`config.mk`:
```
export PLATFORM = sky130hd
export DESIGN_NAME = fetch_ctrl_flat
export DESIGN_NICKNAME = d
export VERILOG_FILES = /design/src/rtl/fetch_ctrl_pkg.sv /design/src/rtl/fetch_ctrl_if.sv /design/src/rtl/fetch_ctrl_md_busy_fsm.sv /design/src/rtl/fetch_ctrl.sv /design/src/flat_wrapper.sv
export SDC_FILE = /design/constraint.sdc
export NUM_CORES = 1
export LEC_CHECK = 0
export ABC_AREA = 0
export CAP_MARGIN = 20
export CORE_MARGIN = 5
export CORE_UTILIZATION = 62
export DETAILED_ROUTE_END_ITERATION = 6
export DONT_BUFFER_PORTS = 1
export PLACE_DENSITY = 0.78
export SLEW_MARGIN = 20
export SYNTH_ARGS = -nofsm -noshare
export SYNTH_HDL_FRONTEND = slang
export SYNTH_SLANG_ARGS = --single-unit
```
`constraint.sdc`:
```
create_clock -name Clk -period 2 [get_ports Clk]
set_clock_uncertainty 0.15 [all_clocks]
set_input_delay 0.1 -clock Clk [delete_from_list [all_inputs] [get_ports Clk]]
set_output_delay 0.1 -clock Clk [all_outputs]
set_load 0.02 [all_outputs]
```
`src/rtl/fetch_ctrl_pkg.sv`:
```
// Shared pipeline defines for the fetch sequencing controller: next-PC select
// encodings, mult/div busy FSM states and the default unit latencies.
package fetch_ctrl_pkg;

  typedef enum logic [1:0] {
    PC_SEQ = 2'b00,
    PC_BR  = 2'b01,
    PC_RS  = 2'b10,
    PC_J   = 2'b11
  } pcsel_e;

  typedef enum logic {
    MD_IDLE = 1'b0,
    MD_BUSY = 1'b1
  } md_state_e;

  localparam int MULT_LAT_DEF = 5;
  localparam int DIV_LAT_DEF  = 10;
  localparam int CNT_W_DEF    = 16;

  function automatic int max_i(input int a, input int b);
    return (a > b) ? a : b;
  endfunction

endpackage

```
`src/rtl/fetch_ctrl_if.sv`:
```
// Pipeline-side bundle seen by the fetch controller: ID/EX/MEM hazard sources,
// mult/div issue, and the IFU select / stall / flush / status outputs.
interface fetch_ctrl_if #(parameter int CNT_W = 16);
  logic             IdBranch, IdTaken, IdJr, IdJump;
  logic [4:0]       IdRs, IdRt;
  logic             IdUseRs, IdUseRt, IdUseHiLo;
  logic             ExMemRead, ExRegWrite;
  logic [4:0]       ExWa;
  logic             MemMemRead;
  logic [4:0]       MemWa;
  logic             MdStart, MdIsDiv;
  logic [1:0]       PCControl;
  logic             stall, FlushId, MdBusy;
  logic [CNT_W-1:0] StallCycles;

  modport master (
    output IdBranch, IdTaken, IdJr, IdJump, IdRs, IdRt, IdUseRs, IdUseRt,
           IdUseHiLo, ExMemRead, ExRegWrite, ExWa, MemMemRead, MemWa,
           MdStart, MdIsDiv,
    input  PCControl, stall, FlushId, MdBusy, StallCycles
  );

  modport slave (
    input  IdBranch, IdTaken, IdJr, IdJump, IdRs, IdRt, IdUseRs, IdUseRt,
           IdUseHiLo, ExMemRead, ExRegWrite, ExWa, MemMemRead, MemWa,
           MdStart, MdIsDiv,
    output PCControl, stall, FlushId, MdBusy, StallCycles
  );
endinterface

```
`src/rtl/fetch_ctrl_md_busy_fsm.sv`:
```
// HI/LO unit occupancy tracker: IDLE/BUSY state plus a latency down-counter.
// A new mult/div issued while busy restarts the count (newest op wins).
module md_busy_fsm
  import fetch_ctrl_pkg::*;
#(
  parameter int MULT_LAT = MULT_LAT_DEF,
  parameter int DIV_LAT  = DIV_LAT_DEF
) (
  input  logic Clk,
  input  logic Clr,
  input  logic MdStart,
  input  logic MdIsDiv,
  output logic MdBusy
);
  localparam int            LW    = $clog2(max_i(MULT_LAT, DIV_LAT) + 1);
  localparam logic [LW-1:0] MUL_L = LW'(MULT_LAT);
  localparam logic [LW-1:0] DIV_L = LW'(DIV_LAT);

  md_state_e     state_q, state_d;
  logic [LW-1:0] cnt_q, cnt_d, lat;

  assign lat = MdIsDiv ? DIV_L : MUL_L;

  always_ff @(posedge Clk or negedge Clr) begin
    if (!Clr) begin
      state_q <= MD_IDLE;
      cnt_q   <= '0;
    end else begin
      state_q <= state_d;
      cnt_q   <= cnt_d;
    end
  end

  always_comb begin
    state_d = state_q;
    cnt_d   = cnt_q;
    case (state_q)
      MD_IDLE: begin
        if (MdStart) begin
          state_d = MD_BUSY;
          cnt_d   = lat;
        end
      end
      MD_BUSY: begin
        if (MdStart) begin
          cnt_d = lat;
        end else if (cnt_q == LW'(1)) begin
          state_d = MD_IDLE;
          cnt_d   = '0;
        end else begin
          cnt_d = cnt_q - LW'(1);
        end
      end
    endcase
  end

  assign MdBusy = (state_q == MD_BUSY);

endmodule

```
`src/rtl/fetch_ctrl.sv`:
```
// Fetch sequencing controller: GPR/HI-LO hazard detection, stall, next-PC select
// and IF/ID flush. Define BRANCH_FLUSH_EN to squash the slot after a redirect.
module fetch_ctrl
  import fetch_ctrl_pkg::*;
#(
  parameter int MULT_LAT = MULT_LAT_DEF,
  parameter int DIV_LAT  = DIV_LAT_DEF,
  parameter int CNT_W    = CNT_W_DEF
) (
  input  logic Clk,
  input  logic Clr,
  fetch_ctrl_if.slave bus
);
  logic             md_busy;
  logic             ex_hit, mem_hit, redir_op;
  logic             gpr_haz, hilo_haz, stall_c, flush_c;
  pcsel_e           pc_sel;
  logic [CNT_W-1:0] stall_cnt_q;

  md_busy_fsm #(.MULT_LAT(MULT_LAT), .DIV_LAT(DIV_LAT)) u_md (
    .Clk     (Clk),
    .Clr     (Clr),
    .MdStart (bus.MdStart),
    .MdIsDiv (bus.MdIsDiv),
    .MdBusy  (md_busy)
  );

  // $zero is never a real dependency, so it cannot create a hazard.
  function automatic logic src_hit(input logic [4:0] src, input logic use_src,
                                   input logic [4:0] wa);
    return use_src && (src != 5'd0) && (src == wa);
  endfunction

  assign ex_hit   = src_hit(bus.IdRs, bus.IdUseRs, bus.ExWa)
                  | src_hit(bus.IdRt, bus.IdUseRt, bus.ExWa);
  assign mem_hit  = src_hit(bus.IdRs, bus.IdUseRs, bus.MemWa)
                  | src_hit(bus.IdRt, bus.IdUseRt, bus.MemWa);
  assign redir_op = bus.IdBranch | bus.IdJr;

  // Branch/jr operands are consumed in ID, so even an EX ALU result or a MEM load is too late.
  assign gpr_haz  = (ex_hit & (bus.ExMemRead | (redir_op & bus.ExRegWrite)))
                  | (mem_hit & redir_op & bus.MemMemRead);
  assign hilo_haz = bus.IdUseHiLo & (md_busy | bus.MdStart);
  assign stall_c  = Clr & (gpr_haz | hilo_haz);

  always_comb begin
    pc_sel = PC_SEQ;
    if (Clr && !stall_c) begin
      if (bus.IdJump)                     pc_sel = PC_J;
      else if (bus.IdJr)                  pc_sel = PC_RS;
      else if (bus.IdBranch && bus.IdTaken) pc_sel = PC_BR;
    end
  end

`ifdef BRANCH_FLUSH_EN
  assign flush_c = Clr & ~stall_c
                 & (bus.IdJump | bus.IdJr | (bus.IdBranch & bus.IdTaken));
`else
  assign flush_c = 1'b0;
`endif

  always_ff @(posedge Clk or negedge Clr) begin
    if (!Clr)
      stall_cnt_q <= '0;
    else if (stall_c && (stall_cnt_q != '1))
      stall_cnt_q <= stall_cnt_q + CNT_W'(1);
  end

  assign bus.PCControl   = pc_sel;
  assign bus.stall       = stall_c;
  assign bus.FlushId     = flush_c;
  assign bus.MdBusy      = md_busy;
  assign bus.StallCycles = stall_cnt_q;

endmodule

```
`src/flat_wrapper.sv`:
```
// flat-port wrapper written by rule: the top's interface ports become plain ports
module fetch_ctrl_flat import fetch_ctrl_pkg::*;
#(
  parameter int MULT_LAT = MULT_LAT_DEF,
  parameter int DIV_LAT  = DIV_LAT_DEF,
  parameter int CNT_W    = CNT_W_DEF
)
  (Clk, Clr, bus_IdBranch, bus_IdTaken, bus_IdJr, bus_IdJump, bus_IdRs, bus_IdRt, bus_IdUseRs, bus_IdUseRt, bus_IdUseHiLo, bus_ExMemRead, bus_ExRegWrite, bus_ExWa, bus_MemMemRead, bus_MemWa, bus_MdStart, bus_MdIsDiv, bus_PCControl, bus_stall, bus_FlushId, bus_MdBusy, bus_StallCycles);
  fetch_ctrl_if #(.CNT_W(CNT_W)) bus_i ();
  input  logic Clk;
  input  logic Clr;
  input wire logic [$bits(bus_i.IdBranch)-1:0] bus_IdBranch;
  input wire logic [$bits(bus_i.IdTaken)-1:0] bus_IdTaken;
  input wire logic [$bits(bus_i.IdJr)-1:0] bus_IdJr;
  input wire logic [$bits(bus_i.IdJump)-1:0] bus_IdJump;
  input wire logic [$bits(bus_i.IdRs)-1:0] bus_IdRs;
  input wire logic [$bits(bus_i.IdRt)-1:0] bus_IdRt;
  input wire logic [$bits(bus_i.IdUseRs)-1:0] bus_IdUseRs;
  input wire logic [$bits(bus_i.IdUseRt)-1:0] bus_IdUseRt;
  input wire logic [$bits(bus_i.IdUseHiLo)-1:0] bus_IdUseHiLo;
  input wire logic [$bits(bus_i.ExMemRead)-1:0] bus_ExMemRead;
  input wire logic [$bits(bus_i.ExRegWrite)-1:0] bus_ExRegWrite;
  input wire logic [$bits(bus_i.ExWa)-1:0] bus_ExWa;
  input wire logic [$bits(bus_i.MemMemRead)-1:0] bus_MemMemRead;
  input wire logic [$bits(bus_i.MemWa)-1:0] bus_MemWa;
  input wire logic [$bits(bus_i.MdStart)-1:0] bus_MdStart;
  input wire logic [$bits(bus_i.MdIsDiv)-1:0] bus_MdIsDiv;
  output wire logic [$bits(bus_i.PCControl)-1:0] bus_PCControl;
  output wire logic [$bits(bus_i.stall)-1:0] bus_stall;
  output wire logic [$bits(bus_i.FlushId)-1:0] bus_FlushId;
  output wire logic [$bits(bus_i.MdBusy)-1:0] bus_MdBusy;
  output wire logic [$bits(bus_i.StallCycles)-1:0] bus_StallCycles;
  assign bus_i.IdBranch = bus_IdBranch;
  assign bus_i.IdTaken = bus_IdTaken;
  assign bus_i.IdJr = bus_IdJr;
  assign bus_i.IdJump = bus_IdJump;
  assign bus_i.IdRs = bus_IdRs;
  assign bus_i.IdRt = bus_IdRt;
  assign bus_i.IdUseRs = bus_IdUseRs;
  assign bus_i.IdUseRt = bus_IdUseRt;
  assign bus_i.IdUseHiLo = bus_IdUseHiLo;
  assign bus_i.ExMemRead = bus_ExMemRead;
  assign bus_i.ExRegWrite = bus_ExRegWrite;
  assign bus_i.ExWa = bus_ExWa;
  assign bus_i.MemMemRead = bus_MemMemRead;
  assign bus_i.MemWa = bus_MemWa;
  assign bus_i.MdStart = bus_MdStart;
  assign bus_i.MdIsDiv = bus_MdIsDiv;
  assign bus_PCControl = bus_i.PCControl;
  assign bus_stall = bus_i.stall;
  assign bus_FlushId = bus_i.FlushId;
  assign bus_MdBusy = bus_i.MdBusy;
  assign bus_StallCycles = bus_i.StallCycles;
  fetch_ctrl #(.MULT_LAT(MULT_LAT), .DIV_LAT(DIV_LAT), .CNT_W(CNT_W)) u_core (.Clk(Clk), .Clr(Clr), .bus(bus_i));
endmodule
```
==> key figures <==
Timing
  • Unrepaired setup endpoints after global routing: yes
  • Final Hold Viols: 33
  • Final period util: 0.950
  • Tmin final: between 1.5 and 2 ns
  • Worst hold slack: -0.690 ns
  • Setup violators final: 0
  • Highest clock rate: 0.526 GHz
  • Slew Viols, Final: 0

Drt
  • Iter 0 DRT Violations: 43
  • DRC Markers: 0
  • Drt wl/cell: 15.8 um
  • Vias: around 1100
  • Via density per instance: 5.70
  • Drt first pass iters: 4
  • Final WL: 3.10 mm
  • Remaining antenna violation count after routing: 0

Global route
  • GRT Total Usage: 0.196
  • Largest net degree at the start of global routing: 25
  • Initial antenna violation count: 0
  • First-pass GRT wire length: 5.18 mm
  • Total grt overflow: 0
  • Vias in the first global route: 1176

Clock tree
  • Clk slew on worst S/H paths: between 0.1 and 0.15 ns
  • Clk Latency, worst-skew pair: slightly above 0.3 ns
  • Worst-case clock buffer depth: 2
  • CTS buffer count: 3
  • TritonCTS clock tree: done
  • Root Driver: clkbuf_4
  • H-tree levels: 1
  • Clock sinks: 21
  • Hold_buf cts: 2

Setup path
  • Element type at the critical path start: flip-flop
  • CP Data Required Time: 2.06 ns
  • CP Class: reg -> reg
  • WP data arrival: 1.96 ns
  • Crit-path max FO: 9
  • Critical path endpoint category: flip-flop
  • R2R Setup Slk: around 0.1 ns

Synth
  • Ys Warns: 0
  • Cell count after synthesis: 141
  • Post-Syn Nets: between 150 and 200
  • Synth Cell Area: 0.00136 sq mm
  • Unique masters post-synth: 35
  • Seq/Total Area, Yosys: 0.388
  • Synthesized flop and latch total: 21
  • Ys flop type: dfrtp_1
  • Ys async rst share: 1.00
  • Avg Inst Size Synth: 9.61 sq um
  • Post-synth EDFFs: 0

Final layout
  • Share of cells above drive strength 1: 0.202
  • Final core occ: 0.750
  • Area grow syn2layout: 18.8%
  • Antenna Cells: 0
  • Final nets: between 200 and 250

Floorplanning
  • Die Height: 56.8 um
  • Row count: 17
  • Core area: 0.00215 sq mm
  • Die extent in x: 56.8 um
  • # IOs: 55
  • Die area: 0.00322 sq mm
  • Initial Utilization: 0.631

Power
  • Leak: 0.700 nW
  • Power, Total: 1.22 mW
  • Pwr Density: 757 mW/mm^2
  • Worst-case vdd ir drop: between 0.0007 and 0.0008 V

Placed design
  • GPL Wtd Cong: 0.834
  • Post-DP HPWL: 2.50 mm
  • IO buf count: 0

Flow run
  • Max-cap viol count: 0

Outcome
  • Outcome: finished, violations left
  • Failing checks: hold timing

Worst hold path
  • Hold crit path type: in -> async
[synthesized netlist by cell type (all sizes together), types with 2 or more instances]
| cell type | count | area (sq um) |
|---|---|---|
| xnor2 | 30 | 263 |
| dfrtp | 21 | 526 |
| nor2 | 13 | 48.8 |
| nand4 | 9 | 56.3 |
| nand3 | 8 | 40.0 |
| nand2 | 7 | 26.3 |
| xor2 | 7 | 61.3 |
| a21oi | 6 | 33.8 |
| and3 | 6 | 37.5 |
| inv | 4 | 15.0 |
| ha | 3 | 37.5 |
| nor4 | 3 | 25.0 |
| o21ai | 3 | 15.0 |
| a221oi | 2 | 17.5 |
| buf | 2 | 11.3 |
| or4 | 2 | 15.0 |
[per-layer routing]
metal,share of wire,global-route usage,routed length [um],up-vias
met5,0,0,0,-
met4,0.0055,0.0331,17,0
met3,0.089,0.0644,276,2
met2,0.49,0.333,1530,36
met1,0.41,0.246,1280,533
li1,-,-,-,546
[power breakdown]
part | leakage [nW] | internal (mW) | total [mW] | switching [mW]
clock network | 0.0177 | 0.0746 | 0.208 | 0.134
registers | 0.268 | 0.495 | 0.544 | 0.0484
logic | 0.414 | 0.213 | 0.466 | 0.253
[metrics by stage]
step	setup WS (ns)	cells	instance area, sq um	TNS, ns
after floorplan	0.0675	141	1360	0
after global placement	0.0596	188	1540	0
after detailed placement	0.0169	188	1540	0
after CTS	0.0276	194	1590	0
after global routing	-0.0407	196	1610	-0.0690
final	0.0995	196	1610	0
[final timing paths]
kind	start	endpoint	cells past startpoint
setup / recovery	u_core.bus.StallCycles[7]	u_core.bus.StallCycles[1]	6
hold reg to reg	u_core.bus.StallCycles[8]	u_core.bus.StallCycles[8]	2
setup reg to reg	u_core.bus.StallCycles[7]	u_core.bus.StallCycles[1]	6
min in group Clk	Clr	u_core.bus.StallCycles[11]	3
hold / removal	Clr	u_core.bus.StallCycles[12]	0
max in group asynchronous	Clr	u_core.bus.StallCycles[4]	0
[logic make-up (layout without fill, tap and decap cells)]
logic type      count (synthesis)  in the layout  share of synthesized area
simple gates                   55             55                      0.219
xor+xnor                       37             37                      0.239
flops                          21             21                      0.388
compound gates                 16             16                     0.0905
buf+inv                         7             34                     0.0222
fa+ha+maj                       3              3                     0.0277
other cells                     1              1                    0.00277
mux                             1              1                     0.0111
[state kept, by name (all words and copies together) (netlist names)]
name and flops:
u_core.u_md.MdBusy 1, u_core.u_md.cnt_q 4, u_core.bus.StallCycles 16
[layout make-up]
| cell class | count | area, sq um |
|---|---|---|
| Sequential cell | 21 | 526 |
| Multi-Input combinational cell | 113 | 807 |
| Timing Repair Buffer | 26 | 200 |
| Tap cell | 28 | 35.0 |
| Clock buffer | 3 | 22.5 |
| Fill cell | 147 | 538 |
| Clock inverter | 1 | 5.00 |
| Inverter | 4 | 15.0 |
[worst max-delay path: stages, from the launching register on]
cell and delay [ns]:
dfrtp_1 0.40, and3_1 0.21, and3_1 0.23, nand4_1 0.12, nand2_1 0.10, a21oi_4 0.27, mux2_4 0.33
[layout by cell type, fill, tap and decap left out, types with 2 or more instances in the layout]
master / netlist / routed
xnor2_1: 30 / 30
buf_4: 1 / 24
dfrtp_1: 21 / 21
nor2_1: 13 / 13
nand4_1: 9 / 9
nand3_1: 8 / 8
xor2_1: 7 / 7
nand2_1: 7 / 7
and3_1: 6 / 6
a21oi_1: 5 / 5
inv_1: 4 / 4
o21ai_1: 2 / 3
ha_1: 3 / 3
clkbuf_4: 0 / 3
or4_1: 2 / 2
nor4_1: 2 / 2
a221oi_1: 2 / 2
dlygate4sd3_1: 0 / 2
[timing repair]
item	4_1_cts	5_1_grt
setup endpoints to repair	0	10
gates resized for setup	0	2
hold endpoints to repair	37	29
buffers inserted	0	2
(Power assumes the default switching activity.)
